==> src/rtl/mem_access_pkg.sv <==
// ----------------------------------------------------------------------------
// mem_access_pkg
// Shared definitions for the load/store unit:
//   - DATA_W      : data word width (32)
//   - OP_*        : access size/sign encodings carried on req_op
//   - ST_*        : FSM state encoding (IDLE/RD/WR/RSP)
//   - req_t       : request fields captured at acceptance
//   - helpers     : op legality, access size, alignment checks
// ----------------------------------------------------------------------------
package mem_access_pkg;

  localparam int DATA_W = 32;

  // Access size/sign encodings. Stores may only use B/H/W.
  localparam logic [2:0] OP_B  = 3'b000;
  localparam logic [2:0] OP_H  = 3'b001;
  localparam logic [2:0] OP_W  = 3'b010;
  localparam logic [2:0] OP_BU = 3'b100;
  localparam logic [2:0] OP_HU = 3'b101;

  // FSM states.
  localparam logic [1:0] ST_IDLE = 2'd0;
  localparam logic [1:0] ST_RD   = 2'd1;
  localparam logic [1:0] ST_WR   = 2'd2;
  localparam logic [1:0] ST_RSP  = 2'd3;

  // Request fields held for the duration of one access.
  typedef struct packed {
    logic              we;
    logic [2:0]        op;
    logic [1:0]        off;    // byte offset within the word, already aligned
    logic [DATA_W-1:0] wdata;
  } req_t;

  function automatic logic op_is_legal(input logic [2:0] op, input logic we);
    logic legal;
    case (op)
      OP_B, OP_H, OP_W: legal = 1'b1;
      OP_BU, OP_HU:     legal = !we;
      default:          legal = 1'b0;
    endcase
    return legal;
  endfunction

  function automatic logic op_is_half(input logic [2:0] op);
    return (op == OP_H) || (op == OP_HU);
  endfunction

  function automatic logic op_is_word(input logic [2:0] op);
    return op == OP_W;
  endfunction

  // True when the byte offset does not suit the access size.
  function automatic logic op_misaligned(input logic [2:0] op, input logic [1:0] off);
    return (op_is_half(op) && off[0]) || (op_is_word(op) && (off != 2'b00));
  endfunction

  // Forces the offset onto the natural boundary of the access size.
  function automatic logic [1:0] align_offset(input logic [2:0] op, input logic [1:0] off);
    logic [1:0] res;
    if (op_is_word(op))      res = 2'b00;
    else if (op_is_half(op)) res = {off[1], 1'b0};
    else                     res = off;
    return res;
  endfunction

endpackage

==> src/rtl/mem_access_unit_lane_align.sv <==
// ----------------------------------------------------------------------------
// mem_lane_align  (purely combinational)
// Little-endian lane handling for the load/store unit.
//   i_op         : access op (OP_*)
//   i_off        : aligned byte offset within the word
//   i_word       : word read from memory
//   i_wdata      : store data, relevant lanes in the low bits
//   o_load_data  : selected lane(s), sign- or zero-extended to 32 bits
//   o_store_word : i_word with the target lane(s) replaced by store data
// ----------------------------------------------------------------------------
module mem_lane_align
  import mem_access_pkg::*;
(
  input  logic [2:0]        i_op,
  input  logic [1:0]        i_off,
  input  logic [DATA_W-1:0] i_word,
  input  logic [DATA_W-1:0] i_wdata,
  output logic [DATA_W-1:0] o_load_data,
  output logic [DATA_W-1:0] o_store_word
);

  logic [4:0]        w_byte_lsb;
  logic [4:0]        w_half_lsb;
  logic [7:0]        w_byte;
  logic [15:0]       w_half;
  logic [DATA_W-1:0] w_mask;
  logic [DATA_W-1:0] w_ins;

  assign w_byte_lsb = {i_off, 3'b000};
  assign w_half_lsb = {i_off[1], 4'b0000};
  assign w_byte     = i_word[w_byte_lsb +: 8];
  assign w_half     = i_word[w_half_lsb +: 16];

  // NOTE: every output of a combinational block gets a default before the
  // case, so no path leaves it unassigned and no latch is inferred.
  always_comb begin
    o_load_data = i_word;
    case (i_op)
      OP_B:    o_load_data = {{24{w_byte[7]}}, w_byte};
      OP_BU:   o_load_data = {24'd0, w_byte};
      OP_H:    o_load_data = {{16{w_half[15]}}, w_half};
      OP_HU:   o_load_data = {16'd0, w_half};
      default: o_load_data = i_word;
    endcase
  end

  // Store data is replicated across all lanes; the mask picks the target.
  always_comb begin
    w_mask = '1;
    w_ins  = i_wdata;
    case (i_op)
      OP_B: begin
        w_mask = 32'h0000_00FF << w_byte_lsb;
        w_ins  = {4{i_wdata[7:0]}};
      end
      OP_H: begin
        w_mask = 32'h0000_FFFF << w_half_lsb;
        w_ins  = {2{i_wdata[15:0]}};
      end
      default: begin
        w_mask = '1;
        w_ins  = i_wdata;
      end
    endcase
  end

  assign o_store_word = (i_word & ~w_mask) | (w_ins & w_mask);

endmodule

==> src/rtl/mem_access_unit.sv <==
// ----------------------------------------------------------------------------
// mem_access_unit
// Load/store unit between the EX stage and a word-addressed data memory.
// Byte/halfword/word loads are extended; sub-word stores use read-modify-write.
// One response is returned per accepted request.
//
// Optional feature: define MEM_ACCESS_ALIGN_CHECK_EN to reject misaligned
// halfword/word accesses with rsp_err. Without it, the offset is forced onto
// the natural boundary and the access proceeds.
//
// Ports:
//   clk, rst_n             clock, asynchronous active-low reset
//   req_valid/req_ready    request handshake (ready only in IDLE)
//   req_we, req_op         store flag, access op (OP_*)
//   req_addr, req_wdata    byte address, store data
//   rsp_valid/rsp_ready    response handshake
//   rsp_rdata, rsp_err     extended load data (0 for stores/errors), error flag
//   mem_rd, mem_wr         one-cycle memory strobes
//   mem_addr, mem_wdata    word index, word to write
//   mem_rdata              combinational read data from the memory
// ----------------------------------------------------------------------------
module mem_access_unit #(
  parameter int ADDR_W = 5,
  parameter int DATA_W = 32
) (
  input  logic              clk,
  input  logic              rst_n,
  input  logic              req_valid,
  output logic              req_ready,
  input  logic              req_we,
  input  logic [2:0]        req_op,
  input  logic [31:0]       req_addr,
  input  logic [DATA_W-1:0] req_wdata,
  output logic              rsp_valid,
  input  logic              rsp_ready,
  output logic [DATA_W-1:0] rsp_rdata,
  output logic              rsp_err,
  output logic              mem_rd,
  output logic              mem_wr,
  output logic [ADDR_W-1:0] mem_addr,
  output logic [DATA_W-1:0] mem_wdata,
  input  logic [DATA_W-1:0] mem_rdata
);

  import mem_access_pkg::*;

  logic [1:0]        r_state;
  req_t              r_req;
  logic              r_rsp_valid;
  logic              r_rsp_err;
  logic [DATA_W-1:0] r_rsp_rdata;
  logic [ADDR_W-1:0] r_mem_addr;
  logic [DATA_W-1:0] r_mem_wdata;

  logic              w_range_err;
  logic              w_op_err;
  logic              w_align_err;
  logic              w_err;
  logic [1:0]        w_off;
  logic [DATA_W-1:0] w_load_data;
  logic [DATA_W-1:0] w_store_word;

  // Request checks, evaluated on the incoming request in IDLE.
  assign w_range_err = |req_addr[31:ADDR_W+2];
  assign w_op_err    = !op_is_legal(req_op, req_we);

`ifdef MEM_ACCESS_ALIGN_CHECK_EN
  assign w_align_err = op_misaligned(req_op, req_addr[1:0]);
  assign w_off       = req_addr[1:0];
`else
  assign w_align_err = 1'b0;
  assign w_off       = align_offset(req_op, req_addr[1:0]);
`endif

  assign w_err = w_range_err || w_op_err || w_align_err;

  mem_lane_align u_lane_align (
    .i_op         (r_req.op),
    .i_off        (r_req.off),
    .i_word       (mem_rdata),
    .i_wdata      (r_req.wdata),
    .o_load_data  (w_load_data),
    .o_store_word (w_store_word)
  );

  // NOTE: state registers use non-blocking assignments so every register
  // samples pre-edge values, independent of statement order.
  always_ff @(posedge clk or negedge rst_n) begin
    if (!rst_n) begin
      r_state     <= ST_IDLE;
      r_req       <= '0;
      r_rsp_valid <= 1'b0;
      r_rsp_err   <= 1'b0;
      r_rsp_rdata <= '0;
      r_mem_addr  <= '0;
      r_mem_wdata <= '0;
    end else begin
      case (r_state)
        ST_IDLE: begin
          if (req_valid) begin
            r_req      <= '{we: req_we, op: req_op, off: w_off, wdata: req_wdata};
            r_mem_addr <= req_addr[ADDR_W+1:2];
            if (w_err) begin
              r_state     <= ST_RSP;
              r_rsp_valid <= 1'b1;
              r_rsp_err   <= 1'b1;
              r_rsp_rdata <= '0;
            end else if (req_we && op_is_word(req_op)) begin
              // Full-word store needs no read.
              r_state     <= ST_WR;
              r_mem_wdata <= req_wdata;
            end else begin
              // Loads and sub-word stores both read the word first.
              r_state <= ST_RD;
            end
          end
        end

        ST_RD: begin
          if (r_req.we) begin
            r_state     <= ST_WR;
            r_mem_wdata <= w_store_word;
          end else begin
            r_state     <= ST_RSP;
            r_rsp_valid <= 1'b1;
            r_rsp_err   <= 1'b0;
            r_rsp_rdata <= w_load_data;
          end
        end

        ST_WR: begin
          r_state     <= ST_RSP;
          r_rsp_valid <= 1'b1;
          r_rsp_err   <= 1'b0;
          r_rsp_rdata <= '0;
        end

        ST_RSP: begin
          if (rsp_ready) begin
            r_state     <= ST_IDLE;
            r_rsp_valid <= 1'b0;
            r_rsp_err   <= 1'b0;
            r_rsp_rdata <= '0;
          end
        end

        default: r_state <= ST_IDLE;
      endcase
    end
  end

  // Strobes decode straight from the state register, so an asynchronous
  // reset drops mem_wr in the same instant rather than at the next edge.
  assign mem_rd    = (r_state == ST_RD);
  assign mem_wr    = (r_state == ST_WR);
  assign req_ready = (r_state == ST_IDLE);

  assign rsp_valid = r_rsp_valid;
  assign rsp_err   = r_rsp_err;
  assign rsp_rdata = r_rsp_rdata;
  assign mem_addr  = r_mem_addr;
  assign mem_wdata = r_mem_wdata;

endmodule

==> config.mk <==
export PLATFORM = sky130hd
export DESIGN_NAME = mem_access_unit
export DESIGN_NICKNAME = d
export VERILOG_FILES = /design/src/rtl/mem_access_pkg.sv /design/src/rtl/mem_access_unit_lane_align.sv /design/src/rtl/mem_access_unit.sv
export SDC_FILE = /design/constraint.sdc
export NUM_CORES = 1
export LEC_CHECK = 0
export ABC_AREA = 1
export CAP_MARGIN = 15
export CORE_UTILIZATION = 50
export DETAILED_ROUTE_END_ITERATION = 6
export PLACE_DENSITY = 0.8
export RECOVER_POWER = 100
export SKIP_LAST_GASP = 1
export SLEW_MARGIN = 15
export SYNTH_ARGS = -nofsm -noshare
export SYNTH_HDL_FRONTEND = slang
export SYNTH_SLANG_ARGS = --single-unit
==> constraint.sdc <==
create_clock -name clk -period 4.8 [get_ports clk]
set_input_delay 0.96 -clock clk [delete_from_list [all_inputs] [get_ports clk]]
set_output_delay 0.96 -clock clk [all_outputs]
set_load 0.02 [all_outputs]
# Yosys cells after proc, flatten, opt, wreduce, memory -nomap -nowiden

Index checks and enable logic that the tools add are counted.

Muxes and demuxes: 29
Bitwise logic cells: 4
Reduce and logical (&&, ||, !) cells: 16
Eq/ne operators: 17
Shifts and indexed selects: 4

Operator list:

| operator                | count |
|---|---|
| $mux W32                | 8 |
| $pmux W32 S4            | 2 |
| $pmux W32 S2            | 3 |
| $and A32 B32 Y32        | 2 |
| $not A32 Y32            | 1 |
| $or A32 B32 Y32         | 1 |
| $shiftx A32 B6 Y16      | 1 |
| $shiftx A32 B6 Y8       | 1 |
| $shl A16 B5 Y32 const A | 1 |
| $shl A8 B5 Y32 const A  | 1 |
| $reduce_or A25 Y1       | 1 |
| $eq A3 B3 Y1 const B    | 4 |
| $mux W2                 | 5 |
| $ne A2 B2 Y1 const B    | 4 |
| $pmux W1 S4             | 2 |
| $pmux W2 S4             | 1 |
| $mux W1                 | 7 |
| $eq A3 B1 Y1 const B    | 2 |
| $logic_not A3 Y1        | 2 |
| $ne A2 B1 Y1 const B    | 3 |
| $reduce_and A5 Y1       | 1 |
| $eq A2 B2 Y1 const B    | 2 |
| $reduce_and A2 Y1       | 2 |
| $reduce_and A4 Y1       | 1 |
| other kinds (10)        | 12 |

Bits of input ports: 104
Register bits: 111
Output and inout bits: 74
Word-level logic and storage cells: 80

# Longest topological paths before layout

Word-level depth: 8
Mapped depth: 12
Mapped depth without buffers: 11

# Cells and area by module

From an unflattened synthesis, not the netlist that was laid out.

Cell total of the unflattened synthesis: 957
Area, all modules: 6662.6 µm²

Modules (own cells, without submodules):

| module          | area an instance (µm²) | cells an instance | seq. area each (µm²) | instances |
|---|---|---|---|---|
| mem_access_unit | 5157.4                 | 624               | 2777.7               | 1 |
| mem_lane_align  | 1505.2                 | 333               | 0.0                  | 1 |

# Least setup slack after synthesis

No wires, ideal clock.

Kind: in2reg
From: input port req_addr[12]
To: register r_mem_wdata[10] (netlist: mem_wdata[10])
Stages: 11
Path buffers: 1
Library setup time: 0.117 ns
Arrival: 1.866 ns
Slack: 2.817 ns
Data required time: 4.683 ns
Cell sequence: nor2_1 -> nand2_1 -> inv_1 -> nand2_1 -> nor2_2 -> nand2_1 -> nand2_1 -> nand3_2 -> buf_6 -> nand2_1 -> nand2_1

Word-level cells in the longest chain between the ends: 4

RTL lines:

| item                        | line                   | RTL |
|---|---|---|
| from (decl)                 | mem_access_unit.sv:32  | `input logic [31:0] req_addr,` |
| $reduce_or A25 Y1           | mem_access_unit.sv:64  | `assign w_range_err = \|req_addr[31:ADDR_W+2];` |
| $logic_or A1 B1 Y1          | mem_access_unit.sv:75  | `assign w_err = w_range_err \|\| w_op_err \|\| w_align_err;` |
| $ne A2 B2 Y1 (no line)      | n/a                    |  |
| $reduce_and A5 Y1 (no line) | n/a                    |  |
| to (signal assigned)        | mem_access_unit.sv:111 | `r_mem_wdata <= req_wdata;` |
| to (signal assigned)        | mem_access_unit.sv:122 | `r_mem_wdata <= w_store_word;` |
| to (decl)                   | mem_access_unit.sv:53  | `logic [DATA_W-1:0] r_mem_wdata;` |

No other way between the ends.
A chain may end at the register's enable or synchronous reset.

# Final worst setup path

From: input port req_valid
To: register r_req[32] (netlist name)

Word-level cells in the longest chain between the ends: 1

RTL lines:

| item                        | line                   | RTL |
|---|---|---|
| from (decl)                 | mem_access_unit.sv:28  | `input logic req_valid,` |
| $reduce_and A2 Y1 (no line) | n/a                    |  |
| to (signal assigned)        | mem_access_unit.sv:101 | `r_req <= '{we: req_we, op: req_op, off: w_off, wdata: req_wdata};` |
| to (decl)                   | mem_access_unit.sv:48  | `req_t r_req;` |

No other way between the ends.

==> out/summary.txt <==
Status -> complete, but fails checks
Failing checks -> max-capacitance violations, max-slew violations
Max Clock Freq -> 0.271 GHz
Crit path buffers/inverters -> 3
Starting Density -> 52.2%
Setup repair bufs after CTS -> 0
LEAKAGE -> 4.56 nW
Clock skew -> 0.00608 ns
Final hold viol count -> 0
Synth-to-Final Area Change -> 29.6%
Startpoint types -> input pin
Skew-Pair Late Insertion Delay -> 0.36 ns
Top Usage Layer GRT -> met2
Resized Gates After CTS -> 0
Register area share after synthesis -> 41.5%
Synth Register Bits -> 111
FP Rows -> 41
Post-Syn Instances -> 975
Final setup vio count -> 0
GRT met2 Usage -> 46.1%
Post-Syn Area -> 6690 µm²
Synth async-reset ratio -> 100%
Nets@finish -> 1,220
Fin worst setup slack -> 1.11 ns
Syn Area/Cell -> 6.87 µm²
Post-synth top area share -> 41.5%
CP arrival -> 3.91 ns
Fin crit period -> 3.69 ns
Total wire length -> 21,200 µm
DR vias/cell -> 5.59
Hold_sp -> rsp_rdata[4]
Gpl congestion -> 0.954
CP required -> 5.01 ns
Total gr overflow -> 0
Vias post-DR -> 7,201
Total track usage -> 31.4%
First-pass GRT wire length -> 33,700 µm
Die area -> 13,900 µm²
Top FF cell, synth -> dfrtp_1
Worst Hold Class -> reg -> reg
I/O pins -> 178
Yosys cell types -> 31
Reg2reg start -> r_state[1]
CTS Buf Count -> 9
FILL cells -> 1,145
Crit-path leading delay family -> buffers and inverters
Chip height -> 118 µm
Crit Path Class -> in -> reg
Final Max Tran Viols -> 66
Clock root buffer -> clkbuf_16
DRT iter0 DRCs -> 818
# hold bufs at CTS -> 0
Core Util, Final -> 67.6%
Synth warnings -> 0
Placed Cells -> 1,273
RSZ-0062 raised after global routing -> no
Syn nets -> 1,083
Fraction of layout cells with a size suffix above 1 -> 4.39%
Place WS -> 1.41 ns
DPL Wire Length -> 15,300 µm
Worst setup EP type -> register
TritonCTS Sinks -> 111
Worst-Margin Slew -> 1.78 ns
Crit-path slowest cell -> clkbuf_1
Placed cell area -> 8390 µm²
Non-Filler Instances -> 1,289
Drt drc -> 0
Detailed Routing Iterations Pass 1 -> 5
Worst-path maximum fanout -> 54
ANT cells -> 0
CTS tree -> done
Setup crit start -> req_valid
Top post-synthesis cells by area -> dfrtp_1 (41%), nand2_1 (26%), nand3_1 (6.1%)
Total power -> 5.66 mW
Met3 Usage GRT -> 6.06%
Cell with the most instances after synthesis -> nand2_1
Slowest Stage Delay on Critical Path -> 1.13 ns
Core area -> 12,800 µm²
H-tree depth -> 3
Period utilization -> 77.0%
Post-synth EDFFs -> 0
Initial antenna violation count -> 0
Clock transition time at the flip-flop clock pins of the worst setup and hold paths -> 0.07 ns
Avg WL per Cell -> 16.5 µm
Crit-path cells -> dlygate4sd3_1, nand2_1, clkbuf_1, inv_2, nand3_1, o22ai_1
Worst hold margin -> 0.463 ns
Port Buffers -> 177
Cell area after layout -> 8670 µm²
Pin count of the biggest net entering global routing -> 60
Longest Clk Path Bufs -> 2
Setup TNS -> 0 ns
Maxcap violations -> 2
Vias in the first global route -> 6,483
Dominant cell type by area after synthesis -> dfrtp_1
Power Density -> 653 nW/µm²
Met1 Use GR -> 44.6%
ANT nets after route -> 0
Die X -> 118 µm
Relative slew margins -> -18.8%
Commonest cells in the synthesized netlist -> nand2_1 (464), dfrtp_1 (111), nand3_1 (81)
Peak VDD IR -> 363 µV
-- layout make-up --
| cell class | count | area (µm²) | area share (%) |
|---|---|---|---|
| tap | 172 | 215 | 2.48 |
| inverter | 55 | 209 | 2.41 |
| sequential | 111 | 2780 | 32.0 |
| clock inverter | 5 | 81.3 | 0.938 |
| timing repair buffer | 184 | 1810 | 20.9 |
| multi-input combinational | 751 | 3350 | 38.6 |
| clock buffer | 11 | 233 | 2.68 |
-- worst paths after layout --
path,to,slack (ns),cells past startpoint
worst max register to register,mem_wdata[28],1.19,11
worst max-delay path,r_req[32],1.11,6
min in group asynchronous,rsp_err,1.07,1
max in group asynchronous,mem_wdata[31],1.88,2
worst min-delay path,rsp_rdata[4],0.46,2
worst min register to register,rsp_rdata[4],0.46,2
-- kinds of logic after synthesis --
kind of cell / share of synthesized area (%)
simple gates: 41.7
buf+inv: 8.22
flops: 41.5
compound gates: 7.81
fa+ha+maj: 0.748
-- tightest hold or removal path: stages (launching register included) --
cell and delay, ns:
dfrtp_1 0.34, nand2_1 0.05, nand2_1 0.05
-- cells in the final DEF (no fill, tap or decap), drive strengths merged --
| cell type | count |
|---|---|
| nand4 | 41 |
| nand2 | 475 |
| clkinv | 3 |
| nand3 | 85 |
| nand3b | 15 |
| or2 | 1 |
| o31ai | 1 |
| o21ai | 68 |
| inv | 55 |
| o22ai | 3 |
| dlygate4sd3 | 74 |
| nor3 | 1 |
| and2 | 1 |
| bufinv | 2 |
| a21oi | 27 |
| clkdlybuf4s50 | 102 |
| dfrtp | 111 |
| buf | 4 |
| nor2 | 29 |
| clkbuf | 15 |
| ha | 4 |
-- metal layers --
layer / vias to the layer above / part of all wire [%]
met5: - / 0
met3: 61 / 9.7
met1: 3325 / 42
met2: 401 / 45
li1: 3414 / -
met4: 0 / 3.4
-- flip-flops by register name, indices dropped and copies added, names as in the netlist --
register and flops:
r_req 38, mem_wdata 32, rsp_rdata 32, mem_addr 5, r_state 2, rsp_err 1
rsp_valid 1
-- power by group --
part / switching [mW] / total [mW] / internal [mW]
combinational: 2.15 / 3.22 / 1.07
clock: 0.352 / 0.812 / 0.460
sequential: 0.288 / 1.63 / 1.34
No activity file was read; power rests on OpenSTA's default activity.
